==> src/rtl/bus_timer.sv <==
// bus_timer: memory-mapped timer/interrupt peripheral on bus slave1.
//
// Register map (byte address bits [3:2]):
//   0 CTRL    : bit0 EN, bit1 PERIODIC, bit2 IE, [15:8] PRESCALE
//   1 COUNT   : read/write counter
//   2 COMPARE : read/write match value
//   3 STATUS  : bit0 PENDING, write 1 to clear
//
// Optional feature macro: TIMER_PRESCALER_EN
//   Defined   : CTRL[15:8] PRESCALE is implemented; one tick every PRESCALE+1
//               cycles while EN=1.
//   Undefined : PRESCALE reads 0, writes are ignored; one tick per cycle
//               while EN=1.
//
// Read data and irq are combinational from the registers because the bus
// expects rdata in the same cycle as the access.

`default_nettype none

module bus_timer #(
    parameter int CNT_WIDTH      = 32,
    parameter int PRESCALE_WIDTH = 8
) (
    input  logic        clk,
    input  logic        rst,
    input  logic        slave_we,
    input  logic [31:0] slave_adr,
    input  logic [31:0] slave_wdata,
    output logic [31:0] slave_rdata,
    output logic        irq
);

    // Register selector values for slave_adr[3:2].
    localparam logic [1:0] SEL_CTRL    = 2'd0;
    localparam logic [1:0] SEL_COUNT   = 2'd1;
    localparam logic [1:0] SEL_COMPARE = 2'd2;
    localparam logic [1:0] SEL_STATUS  = 2'd3;

    localparam logic [CNT_WIDTH-1:0] CNT_ONE     = CNT_WIDTH'(1'b1);
    localparam logic [CNT_WIDTH-1:0] CNT_ZERO    = {CNT_WIDTH{1'b0}};
    localparam logic [CNT_WIDTH-1:0] CNT_ALLONES = {CNT_WIDTH{1'b1}};

    // Zero-extend a counter-width value onto the 32-bit read bus.
    function automatic logic [31:0] zext_cnt(input logic [CNT_WIDTH-1:0] v);
        logic [31:0] r;
        r = 32'd0;
        r[CNT_WIDTH-1:0] = v;
        return r;
    endfunction

    // ------------------------------------------------------------------
    // Architectural state
    // ------------------------------------------------------------------
    logic                 en_r;
    logic                 periodic_r;
    logic                 ie_r;
    logic                 pending_r;
    logic [CNT_WIDTH-1:0] count_r;
    logic [CNT_WIDTH-1:0] compare_r;

`ifdef TIMER_PRESCALER_EN
    logic [PRESCALE_WIDTH-1:0] prescale_r;
    logic [PRESCALE_WIDTH-1:0] pre_cnt_r;
`endif

    // ------------------------------------------------------------------
    // Bus decode
    // ------------------------------------------------------------------
    logic [1:0] sel_s;
    logic       wr_ctrl_s;
    logic       wr_count_s;
    logic       wr_compare_s;
    logic       wr_status_s;

    // Only bits [3:2] of the address select a register; the rest are
    // already resolved by the bus interconnect.
    assign sel_s = slave_adr[3:2];

    // Per-register write strobes.
    always_comb begin
        wr_ctrl_s    = 1'b0;
        wr_count_s   = 1'b0;
        wr_compare_s = 1'b0;
        wr_status_s  = 1'b0;
        if (slave_we) begin
            case (sel_s)
                SEL_CTRL:    wr_ctrl_s    = 1'b1;
                SEL_COUNT:   wr_count_s   = 1'b1;
                SEL_COMPARE: wr_compare_s = 1'b1;
                SEL_STATUS:  wr_status_s  = 1'b1;
                default: begin
                    wr_ctrl_s    = 1'b0;
                    wr_count_s   = 1'b0;
                    wr_compare_s = 1'b0;
                    wr_status_s  = 1'b0;
                end
            endcase
        end else begin
            wr_ctrl_s    = 1'b0;
            wr_count_s   = 1'b0;
            wr_compare_s = 1'b0;
            wr_status_s  = 1'b0;
        end
    end

    // Address bits outside [3:2] and data bits beyond the implemented
    // fields are intentionally ignored; fold them into one dead net.
    logic unused_bits_s;
    assign unused_bits_s = ^{slave_adr, slave_wdata};

    // ------------------------------------------------------------------
    // Tick and match generation
    // ------------------------------------------------------------------
    logic tick_s;
    logic match_s;
    logic clr_pend_s;

`ifdef TIMER_PRESCALER_EN
    // Tick once per PRESCALE+1 cycles while enabled.
    always_comb begin
        tick_s = 1'b0;
        if (en_r && (pre_cnt_r == prescale_r)) begin
            tick_s = 1'b1;
        end else begin
            tick_s = 1'b0;
        end
    end
`else
    // Without a prescaler the timer ticks on every enabled cycle.
    always_comb begin
        tick_s = en_r;
    end
`endif

    // A match needs a tick: COUNT==COMPARE alone does nothing while stopped.
    always_comb begin
        match_s    = tick_s && (count_r == compare_r);
        clr_pend_s = wr_status_s && slave_wdata[0];
    end

`ifdef TIMER_PRESCALER_EN
    // PRESCALE field; a CTRL write replaces it.
    always_ff @(posedge clk) begin
        if (rst) begin
            prescale_r <= {PRESCALE_WIDTH{1'b0}};
        end else if (wr_ctrl_s) begin
            prescale_r <= slave_wdata[8 +: PRESCALE_WIDTH];
        end else begin
            prescale_r <= prescale_r;
        end
    end

    // Prescale counter 0..PRESCALE; restarts whenever the timer is
    // stopped or CTRL is rewritten so a new setting starts a full period.
    always_ff @(posedge clk) begin
        if (rst) begin
            pre_cnt_r <= {PRESCALE_WIDTH{1'b0}};
        end else if (!en_r || wr_ctrl_s) begin
            pre_cnt_r <= {PRESCALE_WIDTH{1'b0}};
        end else if (pre_cnt_r == prescale_r) begin
            pre_cnt_r <= {PRESCALE_WIDTH{1'b0}};
        end else begin
            pre_cnt_r <= pre_cnt_r + PRESCALE_WIDTH'(1'b1);
        end
    end
`endif

    // ------------------------------------------------------------------
    // Register updates
    // ------------------------------------------------------------------

    // CTRL flags; a software write wins over the one-shot auto-stop.
    always_ff @(posedge clk) begin
        if (rst) begin
            en_r       <= 1'b0;
            periodic_r <= 1'b0;
            ie_r       <= 1'b0;
        end else if (wr_ctrl_s) begin
            en_r       <= slave_wdata[0];
            periodic_r <= slave_wdata[1];
            ie_r       <= slave_wdata[2];
        end else if (match_s && !periodic_r) begin
            en_r       <= 1'b0;
            periodic_r <= periodic_r;
            ie_r       <= ie_r;
        end else begin
            en_r       <= en_r;
            periodic_r <= periodic_r;
            ie_r       <= ie_r;
        end
    end

    // COUNT: software write wins over increment/clear from the tick.
    always_ff @(posedge clk) begin
        if (rst) begin
            count_r <= CNT_ZERO;
        end else if (wr_count_s) begin
            count_r <= slave_wdata[CNT_WIDTH-1:0];
        end else if (match_s) begin
            count_r <= CNT_ZERO;
        end else if (tick_s) begin
            count_r <= count_r + CNT_ONE;
        end else begin
            count_r <= count_r;
        end
    end

    // COMPARE: plain read/write register, all ones out of reset so an
    // enabled-but-unprogrammed timer takes a full wrap before matching.
    always_ff @(posedge clk) begin
        if (rst) begin
            compare_r <= CNT_ALLONES;
        end else if (wr_compare_s) begin
            compare_r <= slave_wdata[CNT_WIDTH-1:0];
        end else begin
            compare_r <= compare_r;
        end
    end

    // PENDING: a hardware set beats a simultaneous W1C so no event is lost.
    always_ff @(posedge clk) begin
        if (rst) begin
            pending_r <= 1'b0;
        end else if (match_s) begin
            pending_r <= 1'b1;
        end else if (clr_pend_s) begin
            pending_r <= 1'b0;
        end else begin
            pending_r <= pending_r;
        end
    end

    // ------------------------------------------------------------------
    // Outputs
    // ------------------------------------------------------------------

    // Level interrupt; IE masks it without touching PENDING.
    always_comb begin
        irq = pending_r & ie_r;
    end

    // Read mux; reads have no side effects.
    always_comb begin
        slave_rdata = 32'd0;
        case (sel_s)
            SEL_CTRL: begin
                slave_rdata[0] = en_r;
                slave_rdata[1] = periodic_r;
                slave_rdata[2] = ie_r;
`ifdef TIMER_PRESCALER_EN
                slave_rdata[8 +: PRESCALE_WIDTH] = prescale_r;
`endif
            end
            SEL_COUNT:   slave_rdata = zext_cnt(count_r);
            SEL_COMPARE: slave_rdata = zext_cnt(compare_r);
            SEL_STATUS:  slave_rdata[0] = pending_r;
            default:     slave_rdata = 32'd0;
        endcase
    end

endmodule

`default_nettype wire

==> config.mk <==
export PLATFORM = sky130hd
export DESIGN_NAME = bus_timer
export DESIGN_NICKNAME = d
export VERILOG_FILES = /design/src/rtl/bus_timer.sv
export SDC_FILE = /design/constraint.sdc
export NUM_CORES = 1
export LEC_CHECK = 0
export ABC_AREA = 0
export BUFFER_PORTS_ARGS = -buffer_cell sky130_fd_sc_hd__buf_4
export CORE_MARGIN = 4
export CORE_UTILIZATION = 55
export CTS_CLUSTER_DIAMETER = 80
export DETAILED_ROUTE_END_ITERATION = 6
export GPL_ROUTABILITY_DRIVEN = 1
export GPL_TIMING_DRIVEN = 0
export PLACE_DENSITY = 0.82
export SLEW_MARGIN = 5
export SYNTH_ARGS = -nofsm -noshare
export SYNTH_HDL_FRONTEND = slang
export SYNTH_SLANG_ARGS = --single-unit
==> constraint.sdc <==
create_clock -name clk -period 4 [get_ports clk]
set_clock_uncertainty 0.1 [all_clocks]
set_input_delay 0.2 -clock clk [delete_from_list [all_inputs] [get_ports clk]]
set_output_delay 0.2 -clock clk [all_outputs]
set_load 0.02 [all_outputs]
## After elaboration in Yosys (flattened, before gate mapping)

Cells that the tools add are included.

| cells by class | value |
|---|---|
| add/subtract/negate cells | 1 |
| equality and inequality tests | 4 |
| muxes and demuxes | 18 |
| bitwise logic cells | 1 |
| reductions and logical operators | 8 |

Operators with widths:

| kind | count |
|---|---|
| 32-bit two-way mux | 3 |
| 29-bit case mux with 2 select lines | 1 |
| 32-bit by 1-bit adder with 32-bit output, second input constant | 1 |
| 32-bit == test | 1 |
| 1-bit two-way mux | 12 |
| 2-bit case mux with 3 select lines | 1 |
| 2-bit == test, second input constant | 2 |
| 1-bit case mux with 4 select lines | 1 |
| 2-bit nonzero test | 2 |
| 1-bit logical AND | 3 |
| 3-bit nonzero test | 1 |
| 2-bit by 1-bit == test with 1-bit output, second input constant | 1 |
| 2-bit logical NOT | 1 |
| 1-bit bitwise AND | 1 |
| 1-bit logical NOT | 1 |

| storage, ports and cells | value |
|---|---|
| flip-flop bits (word level) | 68 |
| bits of input ports | 67 |
| output and inout port bits | 33 |
| logic and storage cells | 38 |

## Longest topological paths before layout

| logic depth | value |
|---|---|
| depth in word-level cells | 6 |
| depth in mapped cells | 9 |

## Worst setup path after synthesis

OpenSTA, ideal clock, no wires.

| timing path | value |
|---|---|
| path kind | reg2reg |
| from | register count_r[0] |
| to | register count_r[30] |
| arrival | 2.029 ns |
| required time | 3.784 ns |
| slack | 1.755 ns |
| cell stages (with the launch flop) | 8 |
| period minus slack after synthesis | 2.245 ns |
| cells stage by stage | dfxtp_1 ha_1 nand3_1 or4_4 or4_4 and3_1 o21ai_1 nand2_1 |

| between the ends | value |
|---|---|
| longest elaborated chain between the ends | 4 |
| elaborated cells on any way between the ends | 7 |
| classes of those cells | add/sub: 1; eq/ne: 1; mux: 3; reduce/logical: 2 |

Ends and longest elaborated chain:

| element | line | text |
|---|---|---|
| start: declaration | 58 | `logic [CNT_WIDTH-1:0] count_r;` |
| start signal: assignment | 198 | `count_r <= slave_wdata[CNT_WIDTH-1:0];` |
| start signal: assignment | 202 | `count_r <= count_r + CNT_ONE;` |
| start signal: assignment | 204 | `count_r <= count_r;` |
| 32-bit by 1-bit adder with 32-bit output / 32-bit == test (equally long branches) | 202, 137 |  |
| 32-bit two-way mux / 1-bit logical AND (equally long branches) | 201, 137 |  |
| 32-bit two-way mux | 199 | `end else if (match_s) begin` |
| 32-bit two-way mux | 197 | `end else if (wr_count_s) begin` |

Parallel ways exist; a longest one is shown, timed or not. The select of a mux whose other input is x is not followed.
A chain may end at the register's enable or synchronous reset.

## Worst setup path in the final report

| timing path | value |
|---|---|
| from | register count_r[15] |
| to | register count_r[15] |

The elaborated chain is that of the path after synthesis.

==> flow_metrics.py <==
metrics = {
    "synthesis": {
        "synth_nets": 608,
        "ys_warn_count": 0,
        "synth-simple-area-share": 0.332,
        "ys_seq_elements": 68,
        "synth.top_cell.area_share": 0.333,
        "synth_fa_ha_area_frac": 0.0215,
        "synth.area.top_cells": "dfxtp_1 (33%), nand3_1 (11%), xnor2_1 (8.8%), nand2_1 (6.6%), a22oi_1 (5.3%)",
        "netlist_area_mm2": 0.00408,
        "synth_top_family_by_area": "simple AND/OR/NAND/NOR gates",
        "ys.flop_type": "dfxtp_1",
        "synthXorXnorAreaFrac": 0.124,
        "netlist_instances": 534,
        "synth_compound_area_frac": 0.132,
        "yosys.cell_types.count": 39,
        "async_reset_ff_frac": 0,
        "syn-mean-instance-area_um2": 7.65,
        "synth_edf_count": 0,
        "synth_seq_area_share": 0.333,
        "synth.largest_area_cell": "dfxtp_1",
        "synthMuxAreaShare": 0.00245,
    },
    "placed_design": {
        "dp.cells": 702,
        "portBuffers": 69,
        "globalplace.congestion": 1.02,
        "dp_hpwl_um": 9670,
    },
    "die": {
        "die_h_um": 94.2,
        "pin_count": 100,
        "coreArea_mm2": 0.00721,
        "dieArea_mm2": 0.00887,
        "die_w_um": 94.2,
        "num_rows": 31,
        "initial_core_util": 0.566,
    },
    "drt": {
        "antenna_left": 0,
        "vias": 4460,
        "drt-vias-per-instance": 6.05,
        "wl_per_cell_um": 18.6,
        "drtIter0Drc": 426,
        "drcViolationCount": 0,
        "routed_wl_um": 13700,
        "first_pass_iters": 5,
    },
    "pwr": {
        "leakagePower_nw": 2.02,
        "total_power_w": 0.00163,
        "power_density_mw_per_mm2": 318,
        "ir_worst_vdd_mv": 0.205,
    },
    "global_route": {
        "grt_pass1_wl_um": 21400,
        "grt_max_degree": 11,
        "gr-usage-met1": 0.405,
        "grt_use_met2": 0.483,
        "antenna_found_initial": 0,
        "overflow": 0,
        "met3_usage": 0.0681,
        "grt-busiest-layer": "met2",
        "first_global_vias": 4260,
        "grt_use_total": 0.314,
    },
    "sta": {
        "drv_slew": 0,
        "worst_pin_slew_ns": 0.869,
        "hold_viol": 0,
        "post-route-min-period_ns": 2.51,
        "setup_viol": 0,
        "fmax_mhz": 398,
        "relSlewSlack": 0.419,
        "tns_ns": 0,
        "fin_crit_sh": 0.627,
        "rsz0062_at_grt": "false",
    },
    "setup_path": {
        "crit_required_ns": 4.12,
        "endpoint_kind": "flop",
        "cp_data_arrival_time_ns": 2.63,
        "critical_path_class": "reg2reg",
        "worstSetupStartpointType": "flop",
        "cp_max_fo": 10,
    },
    "clocking": {
        "cts_tree": "yes",
        "numCtsBuffers": 9,
        "path_clk_slew_ns": 0.08,
        "insertion_delay_ns": 0.36,
        "cts.htree.levels": 3,
        "cts_root_buf": "clkbuf_8",
        "cts_buffer_depth": 2,
        "numClockSinks": 68,
    },
    "final_layout": {
        "final_cells": 737,
        "nFillCells": 623,
        "drive_gt1_frac": 0.150,
        "area_growth_pct": 25.1,
        "finalNetCount": 709,
        "antenna_cells": 0,
    },
    "run": {
        "maxCapViolCount": 0,
    },
    "status": {
        "outcome": "finished, final reports clean",
    },
    "hold_path": {
        "hp-class": "in2reg",
    },
}
## report_power, final
group	switching [W]	total (W)	internal [W]
Sequential	0.0000423	0.000752	0.000710
Clock	0.000267	0.000547	0.000280
Combinational	0.000182	0.000326	0.000144
## sequential cells by signal (all words and copies together), names as in the netlist
name	flops
pending_r	1
compare_r	32
periodic_r	1
ie_r	1
en_r	1
count_r	32
## cell usage in the layout, fill, tap and decap left out, drive strengths merged, types with 2 or more instances in the layout
cell type / instances
nor2: 24
or4: 2
nor3: 4
and4: 4
nand3: 93
clkinv: 2
clkbuf: 44
and3: 11
ha: 7
dfxtp: 68
inv: 7
and2: 3
a222oi: 3
nor2b: 31
o21ai: 19
buf: 78
a22oi: 29
nand2: 73
dlygate4sd3: 21
nor4: 3
xor2: 17
a21oi: 22
nand4: 15
o22ai: 5
o2111ai: 2
xnor2: 41
a211oi: 3
## worst paths after layout
check	start	endpoint	slack, ns	depth (start not counted)
max	count_r[15]	count_r[15]	1.49	8
min	slave_wdata[22]	compare_r[22]	0.007	3
max reg2reg	count_r[15]	count_r[15]	1.49	8
min reg2reg	pending_r	pending_r	0.38	2
## layer usage
| layer | share of wire | vias to the layer above | wire, µm |
|---|---|---|---|
| met4 | 0.042 | 0 | 578 |
| met1 | 0.40 | 2053 | 5430 |
| met2 | 0.45 | 279 | 6120 |
| met5 | 0 | - | 0 |
| met3 | 0.11 | 55 | 1550 |
| li1 | - | 2073 | - |
## synthesized netlist by cell type, drive strengths merged, types with 4 or more instances
master	number
nor2	24
nand3	93
a22oi	29
inv	7
nand2	73
a21oi	22
nor3	4
nand4	15
and3	11
o21ai	19
buf	9
xnor2	41
nor2b	31
clkbuf	33
dfxtp	68
and4	4
o22ai	5
xor2	17
ha	7
## worst max-delay path, cell delays in order (launching register included)
cell and delay (ns):
dfxtp_1 0.31, buf_6 0.13, xnor2_1 0.33, nand4_1 0.19, nor4_1 0.29, nand4_1 0.17
clkbuf_1 0.32, nand2_1 0.40, o21ai_1 0.13
## what timing repair did
item	in CTS	in global routing
gates resized for setup	0	0
hold buffers	21	0
endpoints found under the setup margin	0	0
endpoints found under the hold margin	29	0
buffers inserted	0	0
## kinds of logic after synthesis
kind of cell | count (synthesis)
AOI/OAI and AO/OA | 85
muxes | 1
DFF | 68
and+or+nand+nor | 266
adders and majority gates | 7
xor gates and xnor gates | 58
buffers and inverters | 49
## stage by stage
| stage | utilization | setup WS [ns] | area [µm²] | hold WS (ns) |
|---|---|---|---|---|
| finish | 0.708 | 1.49 | 5110 | 0.00663 |
| global route | 0.708 | 1.37 | 5110 | 0.00970 |
| CTS | 0.708 | 1.55 | 5110 | 0.00458 |
| detailed placement | 0.655 | 1.49 | 4720 | 0.319 |
| global placement | 0.655 | 1.53 | 4720 | 0.315 |
| floorplan | - | 1.75 | 4080 | 0.215 |
## final cells by class
| cell class | count | area [µm²] | area share |
|---|---|---|---|
| repair buffers | 90 | 728 | 0.143 |
| plain buffers | 42 | 193 | 0.0377 |
| flip-flops and latches | 68 | 1360 | 0.267 |
| well taps | 99 | 124 | 0.0243 |
| clock inverters | 3 | 40.0 | 0.00784 |
| multi-input cells | 417 | 2500 | 0.490 |
| clock buffers | 11 | 131 | 0.0257 |
| inverters | 7 | 26.3 | 0.00515 |
Note: power is estimated with default switching activity, not from simulation.
